File: src/rtl/pic_pkg.sv
// rtl/pic_pkg.sv - shared types, constants and rotating-priority search for the PIC service stage
package pic_pkg;

  localparam int         PIC_LEVELS     = 8;
  localparam logic [2:0] SPURIOUS_LEVEL = 3'd7;

  typedef enum logic {IDLE, ACK2} state_t;

  typedef struct packed {
    logic       found;
    logic [2:0] idx;
  } prio_t;

  // Walk from lowest to highest priority so the last hit is the highest-priority set bit.
  function automatic prio_t rotate_priority(input logic [7:0] vec, input logic [2:0] lowest);
    prio_t      r;
    logic [2:0] idx;
    r = '0;
    for (int i = PIC_LEVELS; i >= 1; i--) begin
      idx = lowest + 3'(i);
      if (vec[idx]) begin
        r.found = 1'b1;
        r.idx   = idx;
      end
    end
    return r;
  endfunction

endpackage

File: src/rtl/pic_priority_resolver.sv
// rtl/pic_priority_resolver.sv - picks the highest-priority candidate ranked strictly above every in-service level
module pic_priority_resolver
  import pic_pkg::*;
(
  input  logic [7:0] candidate,
  input  logic [7:0] isr,
  input  logic [2:0] lowest,
  output logic [2:0] winner,
  output logic       valid
);

  prio_t      cand_hit;
  prio_t      isr_hit;
  logic [2:0] cand_rank;
  logic [2:0] isr_rank;

  // Rank 0 is the level just above the pointer, rank 7 is the pointer itself.
  always_comb begin
    cand_hit  = rotate_priority(candidate, lowest);
    isr_hit   = rotate_priority(isr, lowest);
    cand_rank = cand_hit.idx - lowest - 3'd1;
    isr_rank  = isr_hit.idx - lowest - 3'd1;
    winner    = cand_hit.idx;
    valid     = cand_hit.found && (!isr_hit.found || (cand_rank < isr_rank));
  end

endmodule

File: src/rtl/pic_priority_service.sv
// rtl/pic_priority_service.sv - priority resolution, INT generation, two-pulse INTA acknowledge and EOI handling
module pic_priority_service
  import pic_pkg::*;
(
  input  logic       clk,
  input  logic       reset,
  input  logic [7:0] interrupt_req_reg,
  input  logic [7:0] interrupt_mask,
  input  logic       inta_pulse,
  input  logic       eoi_cmd,
  input  logic       eoi_specific,
  input  logic [2:0] eoi_level,
  input  logic       rotate_on_eoi,
  input  logic       auto_eoi,
  input  logic [4:0] vector_base,
  output logic       int_out,
  output logic [7:0] clear_ir_line,
  output logic       freeze,
  output logic [7:0] in_service_reg,
  output logic [7:0] vector_out,
  output logic       vector_valid
);

  state_t     state;
  logic [2:0] lowest;
  logic [2:0] sel;
  logic       spurious;

  logic [2:0] win_level;
  logic       win_valid;
  logic [2:0] ns_level;
  logic       ns_valid;

  logic [7:0] set_mask;
  logic [7:0] clr_mask;
  logic [7:0] eoi_clear;
  logic       rot_valid;
  logic [2:0] rot_level;
  logic [7:0] isr_next;

  pic_priority_resolver u_winner (
    .candidate (interrupt_req_reg & ~interrupt_mask),
    .isr       (in_service_reg),
    .lowest    (lowest),
    .winner    (win_level),
    .valid     (win_valid)
  );

  // With no blocking ISR the resolver simply returns the highest-priority in-service level.
  pic_priority_resolver u_eoi_target (
    .candidate (in_service_reg),
    .isr       (8'h00),
    .lowest    (lowest),
    .winner    (ns_level),
    .valid     (ns_valid)
  );

  always_comb begin
    set_mask  = '0;
    clr_mask  = '0;
    eoi_clear = '0;
    rot_valid = 1'b0;
    rot_level = '0;
    if (state == IDLE && inta_pulse && win_valid)
      set_mask = 8'(1) << win_level;
    if (state == ACK2 && inta_pulse && auto_eoi && !spurious) begin
      clr_mask = 8'(1) << sel;
      if (rotate_on_eoi) begin
        rot_valid = 1'b1;
        rot_level = sel;
      end
    end
    if (eoi_cmd) begin
      if (eoi_specific) begin
        if (in_service_reg[eoi_level]) eoi_clear = 8'(1) << eoi_level;
        if (rotate_on_eoi && in_service_reg[eoi_level]) begin
          rot_valid = 1'b1;
          rot_level = eoi_level;
        end
      end else if (ns_valid) begin
        eoi_clear = 8'(1) << ns_level;
        if (rotate_on_eoi) begin
          rot_valid = 1'b1;
          rot_level = ns_level;
        end
      end
    end
    // A set of the same level in this cycle overrides any clear.
    isr_next = (in_service_reg & ~(eoi_clear | clr_mask)) | set_mask;
  end

  always_ff @(posedge clk or posedge reset) begin
    if (reset) begin
      state          <= IDLE;
      lowest         <= 3'd7;
      sel            <= '0;
      spurious       <= 1'b0;
      in_service_reg <= '0;
      int_out        <= 1'b0;
      freeze         <= 1'b0;
      clear_ir_line  <= '0;
      vector_out     <= '0;
      vector_valid   <= 1'b0;
    end else begin
      in_service_reg <= isr_next;
      clear_ir_line  <= '0;
      vector_valid   <= 1'b0;
      if (rot_valid) lowest <= rot_level;
      case (state)
        IDLE: begin
          int_out <= win_valid;
          freeze  <= 1'b0;
          if (inta_pulse) begin
            sel           <= win_valid ? win_level : SPURIOUS_LEVEL;
            spurious      <= !win_valid;
            clear_ir_line <= set_mask;
            freeze        <= 1'b1;
            int_out       <= 1'b0;
            state         <= ACK2;
          end
        end
        ACK2: begin
          int_out <= 1'b0;
          freeze  <= 1'b1;
          if (inta_pulse) begin
            vector_out   <= {vector_base, sel};
            vector_valid <= 1'b1;
            freeze       <= 1'b0;
            state        <= IDLE;
          end
        end
        default: state <= IDLE;
      endcase
    end
  end

endmodule
File: config.mk
export PLATFORM = sky130hd
export DESIGN_NAME = pic_priority_service
export DESIGN_NICKNAME = d
export VERILOG_FILES = /design/src/rtl/pic_pkg.sv /design/src/rtl/pic_priority_resolver.sv /design/src/rtl/pic_priority_service.sv
export SDC_FILE = /design/constraint.sdc
export NUM_CORES = 1
export LEC_CHECK = 0
export CAP_MARGIN = 20
export CORE_MARGIN = 3
export CORE_UTILIZATION = 30
export CTS_BUF_LIST = sky130_fd_sc_hd__clkbuf_8
export DETAILED_ROUTE_END_ITERATION = 10
export MAX_ROUTING_LAYER = met4
export PLACE_DENSITY_LB_ADDON = 0.05
export SETUP_SLACK_MARGIN = 0.2
export SLEW_MARGIN = 30
export SYNTH_ARGS = -nofsm -noshare
export SYNTH_HDL_FRONTEND = slang
export SYNTH_SLANG_ARGS = --single-unit
File: constraint.sdc
create_clock -name clk -period 7.3 [get_ports clk]
set_input_delay 2.19 -clock clk [delete_from_list [all_inputs] [get_ports clk]]
set_output_delay 2.19 -clock clk [all_outputs]
set_load 0.05 [all_outputs]
Word level (Yosys, flattened, before mapping)

Memory sizes are Yosys's and may differ from the RTL's.
Index checks and enable logic that the tools add are counted.

Divide/modulo/power cells: 0
Eq/ne operators: 0
Shift operators: 4
Bitwise operators: 7
$mul: 0
$lt $le $gt $ge: 11
Multiplexer cells: 95
$add $sub $neg: 13
Reduce and logical (&&, ||, !) cells: 16

Operators with widths:

| operator                                           | count |
|---|---|
| two-way mux 4 bit                                  | 24 |
| two-way mux 8 bit                                  | 8 |
| binary-select mux 1 bit (select 3 bit)             | 17 |
| < comparator 3 x 4 -> 1 bit, second input constant | 9 |
| two-way mux 1 bit                                  | 36 |
| << shifter 1 x 3 -> 8 bit, first input constant    | 4 |
| two-way mux 3 bit                                  | 8 |
| bitwise AND 8 bit                                  | 2 |
| inverter 8 bit                                     | 2 |
| OR 8 bit                                           | 2 |
| adder 3 bit, second input constant                 | 4 |
| subtractor 3 x 1 -> 3 bit, second input constant   | 3 |
| subtractor 3 bit                                   | 3 |
| logical AND 1 bit                                  | 8 |
| adder 3 x 2 -> 3 bit, second input constant        | 2 |
| < comparator 3 bit                                 | 2 |
| zero test 1 bit                                    | 4 |
| one-hot mux 1 bit (2 select lines)                 | 2 |
| AND reduction 2 bit                                | 2 |
| adder 3 x 1 -> 3 bit, second input constant        | 1 |
| logical OR 1 bit                                   | 2 |
| inverter 1 bit                                     | 1 |

Bits in latches: 0
RAM bits: 0
Output and inout port bits: 27
ROM bits: 64
Logic and storage cells: 163
Register bits: 34
Memories kept: 8
Input port bits: 31

Memory list:

| memory          | depth | width | read ports | clocked after memory_dff | wr ports | line          | text |
|---|---|---|---|---|---|---|---|
| (no name shown) | 8     | 1     | 1          | 0                        | 0        | pic_pkg.sv:21 | `if (vec[idx]) begin` |
| (no name shown) | 8     | 1     | 1          | 0                        | 0        | pic_pkg.sv:21 |  |
| (no name shown) | 8     | 1     | 1          | 0                        | 0        | pic_pkg.sv:21 |  |
| (no name shown) | 8     | 1     | 1          | 0                        | 0        | pic_pkg.sv:21 |  |
| (no name shown) | 8     | 1     | 1          | 0                        | 0        | pic_pkg.sv:21 |  |
| (no name shown) | 8     | 1     | 1          | 0                        | 0        | pic_pkg.sv:21 |  |
| +2 memories     | n/a   | n/a   | n/a        | n/a                      | n/a      | n/a           |  |

Longest topological paths before layout

Word-level depth: 22
Mapped depth: 25
Gate-level depth less buffers: 20

Hierarchy

From an unflattened synthesis, not the netlist that was laid out.

Cell total of the unflattened synthesis: 634
Area, all modules: 5,313.8 um^2

Modules (own cells, without submodules):

| module                | cells an instance | area an instance (um^2) | instances |
|---|---|---|---|
| pic_priority_resolver | 237               | 1,800.5                 | 2 |
| pic_priority_service  | 160               | 1,712.9                 | 1 |

Least setup slack after synthesis

No wires, ideal clock.

Path type: input to register
Start point: input interrupt_mask[2]
End point: register in_service_reg[5]
Arrival time: 6.051 ns
Slack: 1.166 ns
Stages: 20
Buffers on the path: 1
Path through: nand2b_1 > mux4_2 > mux2i_1 > o21a_1 > o21ai_0 > a31oi_1 > o21a_1 > buf_2 > inv_2 > ha_1 > fa_1 > xnor2_1 > xnor2_1 > ha_1 > nor2b_1 > o22ai_1 > o41a_1 > nand2_1 > or3_4 > o22ai_1

Word-level cells in the longest chain between the ends: 20
Elaborated cells on any way between the ends: 35
Those cells by class: add/sub: 2; order compare: 1; shift: 1; mux: 25; bitwise: 3; reduce/logical: 3

Ends and longest elaborated chain:

| item                                    | line                        | text |
|---|---|---|
| start, declared                         | pic_priority_service.sv:8   | `input logic [7:0] interrupt_mask,` |
| inverter 8 bit *                        | pic_priority_service.sv:42  | `.candidate (interrupt_req_reg & ~interrupt_mask),` |
| bitwise AND 8 bit *                     | pic_priority_service.sv:42  |  |
| binary-select mux 1 bit (select 3 bit)  | pic_pkg.sv:21               |  |
| two-way mux 1 bit (not written as such) | pic_pkg.sv:21               |  |
| two-way mux 4 bit (7 in a row)          | pic_pkg.sv:21               |  |
| two-way mux 4 bit *                     | pic_pkg.sv:21               |  |
| subtractor 3 bit                        | pic_priority_resolver.sv:21 | `cand_rank = cand_hit.idx - lowest - 3'd1;` |
| subtractor 3 x 1 -> 3 bit               | pic_priority_resolver.sv:21 |  |
| < comparator 3 bit                      | pic_priority_resolver.sv:24 | `valid = cand_hit.found && (!isr_hit.found \|\| (cand_rank < isr_rank));` |
| logical OR 1 bit                        | pic_priority_resolver.sv:24 |  |
| logical AND 1 bit                       | pic_priority_resolver.sv:24 |  |
| logical AND 1 bit                       | pic_priority_service.sv:64  | `if (state == IDLE && inta_pulse && win_valid)` |
| two-way mux 8 bit *                     | pic_priority_service.sv:64  |  |
| OR 8 bit *                              | pic_priority_service.sv:89  | `isr_next = (in_service_reg & ~(eoi_clear \| clr_mask)) \| set_mask;` |
| net isr_next[5]                         | pic_priority_service.sv:39  | `logic [7:0] isr_next;` |
| end signal, assigned                    | pic_priority_service.sv:105 | `in_service_reg <= isr_next;` |
| end, declared                           | pic_priority_service.sv:19  | `output logic [7:0] in_service_reg,` |

The timed path passes the listed nets; every way through them passes the cells marked *. The select of a mux whose other input is x is not followed.
A chain may end at the register's enable or synchronous reset.

Worst setup path after layout

Start point: input interrupt_mask[7]
End point: register in_service_reg[1]

The elaborated chain is that of the path after synthesis.

==> flow_metrics.env <==
export IMPL_rsz0062_at_grt="no"
export IMPL_holdPathEnd="vector_out[5]"
export IMPL_die_y_um=116
export IMPL_min_from="vector_out[5]"
export IMPL_cts_repair_resized=0
export IMPL_synth_ff_type="dfrtp_1"
export IMPL_fin_worst_skew_ps=5.89
export IMPL_synth_area_leaders="dfrtp_1, mux4_2, mux2_2, mux2i_1, nand2_1"
export IMPL_finalSetupViolCount=0
export IMPL_dpl_hpwl_mm=8.18
export IMPL_fmax_mhz=152
export IMPL_layout_drive_gt1_share_pct=18.1
export IMPL_clk_latency_ps=280
export IMPL_rr_endpoint="in_service_reg[1]"
export IMPL_wl_per_cell_um=19.4
export IMPL_required_ps=7480
export IMPL_rows=39
export IMPL_grt_max_degree=35
export IMPL_cts_tree="built"
export IMPL_clock_path_buffers=2
export IMPL_maxSlewViolCount=0
export IMPL_cts_inserted_buffers=5
export IMPL_antenna_found_initial=0
export IMPL_synth_top_cell_area_share_pct=21.4
export IMPL_setup_tns_ps=0
export IMPL_crit_path_end_kind="flip-flop"
export IMPL_h_tree_depth=2
export IMPL_drtIter0Drc=165
export IMPL_vias=3273
export IMPL_rr_startpoint="lowest[0]"
export IMPL_routed_wl_mm=11.0
export IMPL_syn_nets=411
export IMPL_area_growth_syn_to_layout_pct=21.9
export IMPL_startpoint_type="input pin"
export IMPL_yosysWarnings=0
export IMPL_r2r_cells=19
export IMPL_min_period_ps=6580
export IMPL_ys_async_sr_fraction_pct=100
export IMPL_worstHoldPathType="flip-flop to flip-flop"
export IMPL_synth_edf_count=0
export IMPL_io_pins=58
export IMPL_grt_pass1_wl_mm=17.7
export IMPL_cpMaxStageDelayCell="mux4_2"
export IMPL_place_congestion=0.873
export IMPL_path_cells="clkdlybuf4s50_1 > nand2b_1 > mux4_2 > mux2i_1 > o21ai_0 > a31oi_1 > o21a_1 > inv_2 > ha_1 > fa_1 > xnor2_1 > xnor2_1 > ha_1 > nor2b_1 > o22ai_1 > o41a_1 > nand2_1 > or3_4 > o22ai_1"
export IMPL_status="finished clean"
export IMPL_start_util_pct=31.1
export IMPL_dieArea_um2=13400
export IMPL_synth_cell_type_count=77
export IMPL_cts_setup_buffers=0
export IMPL_numPortBuffers=57
export IMPL_path_clk_slew_ps=70
export IMPL_finalHoldViolCount=0
export IMPL_grt_util_all_layers_pct=17.2
export IMPL_grt_pass1_vias=3208
export IMPL_grt_overflow_total=0
export IMPL_ant_nets=0
export IMPL_worstMarginPinSlew_ps=617
export IMPL_whs_path_depth=1
export IMPL_synth_area_per_cell_um2=9.78
export IMPL_slew_limit_headroom_pct=58.4
export IMPL_via_per_inst=5.80
export IMPL_synth_seq_cells=34
export IMPL_synthesis_area_um2=3620
export IMPL_die_x_um=116
export IMPL_worstPathMaxFanout=9
export IMPL_cts_root_buf="clkbuf_8"
export IMPL_core_area_um2=11600
export IMPL_drtPass1Iterations=4
export IMPL_critPathKind="input pin to flip-flop"
export IMPL_r2r_setup_slack_ps=1680
export IMPL_fin_hold_ws_ps=506
export IMPL_maxCapViolations=0
export IMPL_cts_sinks=34
export IMPL_seq_area_frac_synth_pct=23.6
export IMPL_max_stage_delay_ps=530
export IMPL_drc=0
export IMPL_n_antenna_cell=0
export IMPL_postCtsHoldBufs=0
export IMPL_critPathArrivalTime_ps=6760
export IMPL_netlist_instances=370
export IMPL_period_share_pct=90.2
export IMPL_yosysTopAreaCell="dfrtp_1"
export IMPL_nets=461
export IMPL_post_route_util_pct=38.0
[cell usage after synthesis (3+ instances only)]
cell type  number
o21ai_0        12
a211oi_1        3
nand3_1         9
inv_1          13
nor4_1          4
a21o_1          3
nand2_1        31
o221ai_1        4
o22a_1          4
mux2i_1        15
mux2_2         14
dfrtp_1        31
dfstp_2         3
nand3b_1        3
and2_1          4
nor2b_1         7
nor3_1         12
ha_1            8
clkbuf_1        9
a21oi_1        14
o21a_1          3
nand2b_1       14
nor2_1         18
o22ai_1        11
mux4_2         24
buf_2           8
o211ai_1        7
a32oi_1         3
nor3b_1         5
a22oi_1         5
xnor2_1         6
[routing by layer]
metal  track usage, %  wire length [um]
met5                -                 0
met2             27.4              5240
met3             1.72               482
met4             3.33                87
met1             23.9              5140
[cells by family (layout without fill, tap and decap cells)]
logic type / count (synthesis) / in the layout / synth area share [%]
DFF: 34 / 34 / 23.6
xor gates and xnor gates: 9 / 9 / 2.59
AOI/OAI and AO/OA: 101 / 101 / 21.7
muxes: 56 / 56 / 24.9
buffers and inverters: 37 / 88 / 4.43
adders and majority gates: 10 / 10 / 3.87
and+or+nand+nor: 123 / 123 / 18.9
[worst max path at each step]
stage | from | endpoint | slack [ps] | cells past startpoint
floorplan | interrupt_mask[2] | in_service_reg[5] | 1170 | 20
global placement | interrupt_mask[7] | in_service_reg[1] | 450 | 19
detailed placement | interrupt_mask[2] | in_service_reg[1] | 440 | 20
CTS | interrupt_mask[6] | in_service_reg[1] | 720 | 19
global route | interrupt_mask[7] | clear_ir_line[6] | 380 | 19
finish | interrupt_mask[7] | in_service_reg[1] | 720 | 19
[layout make-up]
cell class,count,area (um^2)
Multi-Input combinational cell,299,2600
Fill cell,1189,7200
Inverter,16,60.1
Clock inverter,2,8.76
Tap cell,143,179
Sequential cell,34,855
Clock buffer,6,82.6
Timing Repair Buffer,64,623
[critical path: cells and delay by family]
family / cells / cell delay, ps
AND/OR/NAND/NOR: 4 / 800
buffers and inverters: 2 / 570
adder cells (fa/ha/maj): 3 / 870
multiplexers: 2 / 910
AO/OA/AOI/OAI: 6 / 1110
XOR/XNOR: 2 / 300
[per-stage QoR]
step,instances,worst slack [ps],cell area (um^2)
global route,564,380,4410
global placement,556,451,4320
finish,564,717,4410
floorplan,370,1170,3620
CTS,564,718,4410
detailed placement,556,439,4320
[layout by cell type, fill, tap and decap left out, types with 3 or more instances in the layout]
master           instances
inv_1                   14
nor4_1                   4
a32oi_1                  3
dfrtp_1                 31
mux4_2                  24
nor2b_1                  7
nand2_1                 31
a21oi_1                 14
clkdlybuf4s50_1         57
and2_1                   4
clkbuf_8                 6
nor2_1                  18
buf_4                    7
mux2_2                  14
dfstp_2                  3
xnor2_1                  6
o21ai_0                 12
nand3_1                  9
o211ai_1                 7
o22ai_1                 11
nor3_1                  12
a211oi_1                 3
o221ai_1                 4
o22a_1                   4
ha_1                     8
mux2i_1                 15
nand3b_1                 3
a21o_1                   3
a22oi_1                  5
nor3b_1                  5
nand2b_1                14
o21a_1                   3
Power is left out: the tool's default activity adds up to more than one toggle a clock period on the data nets, which glitch-free logic cannot reach.
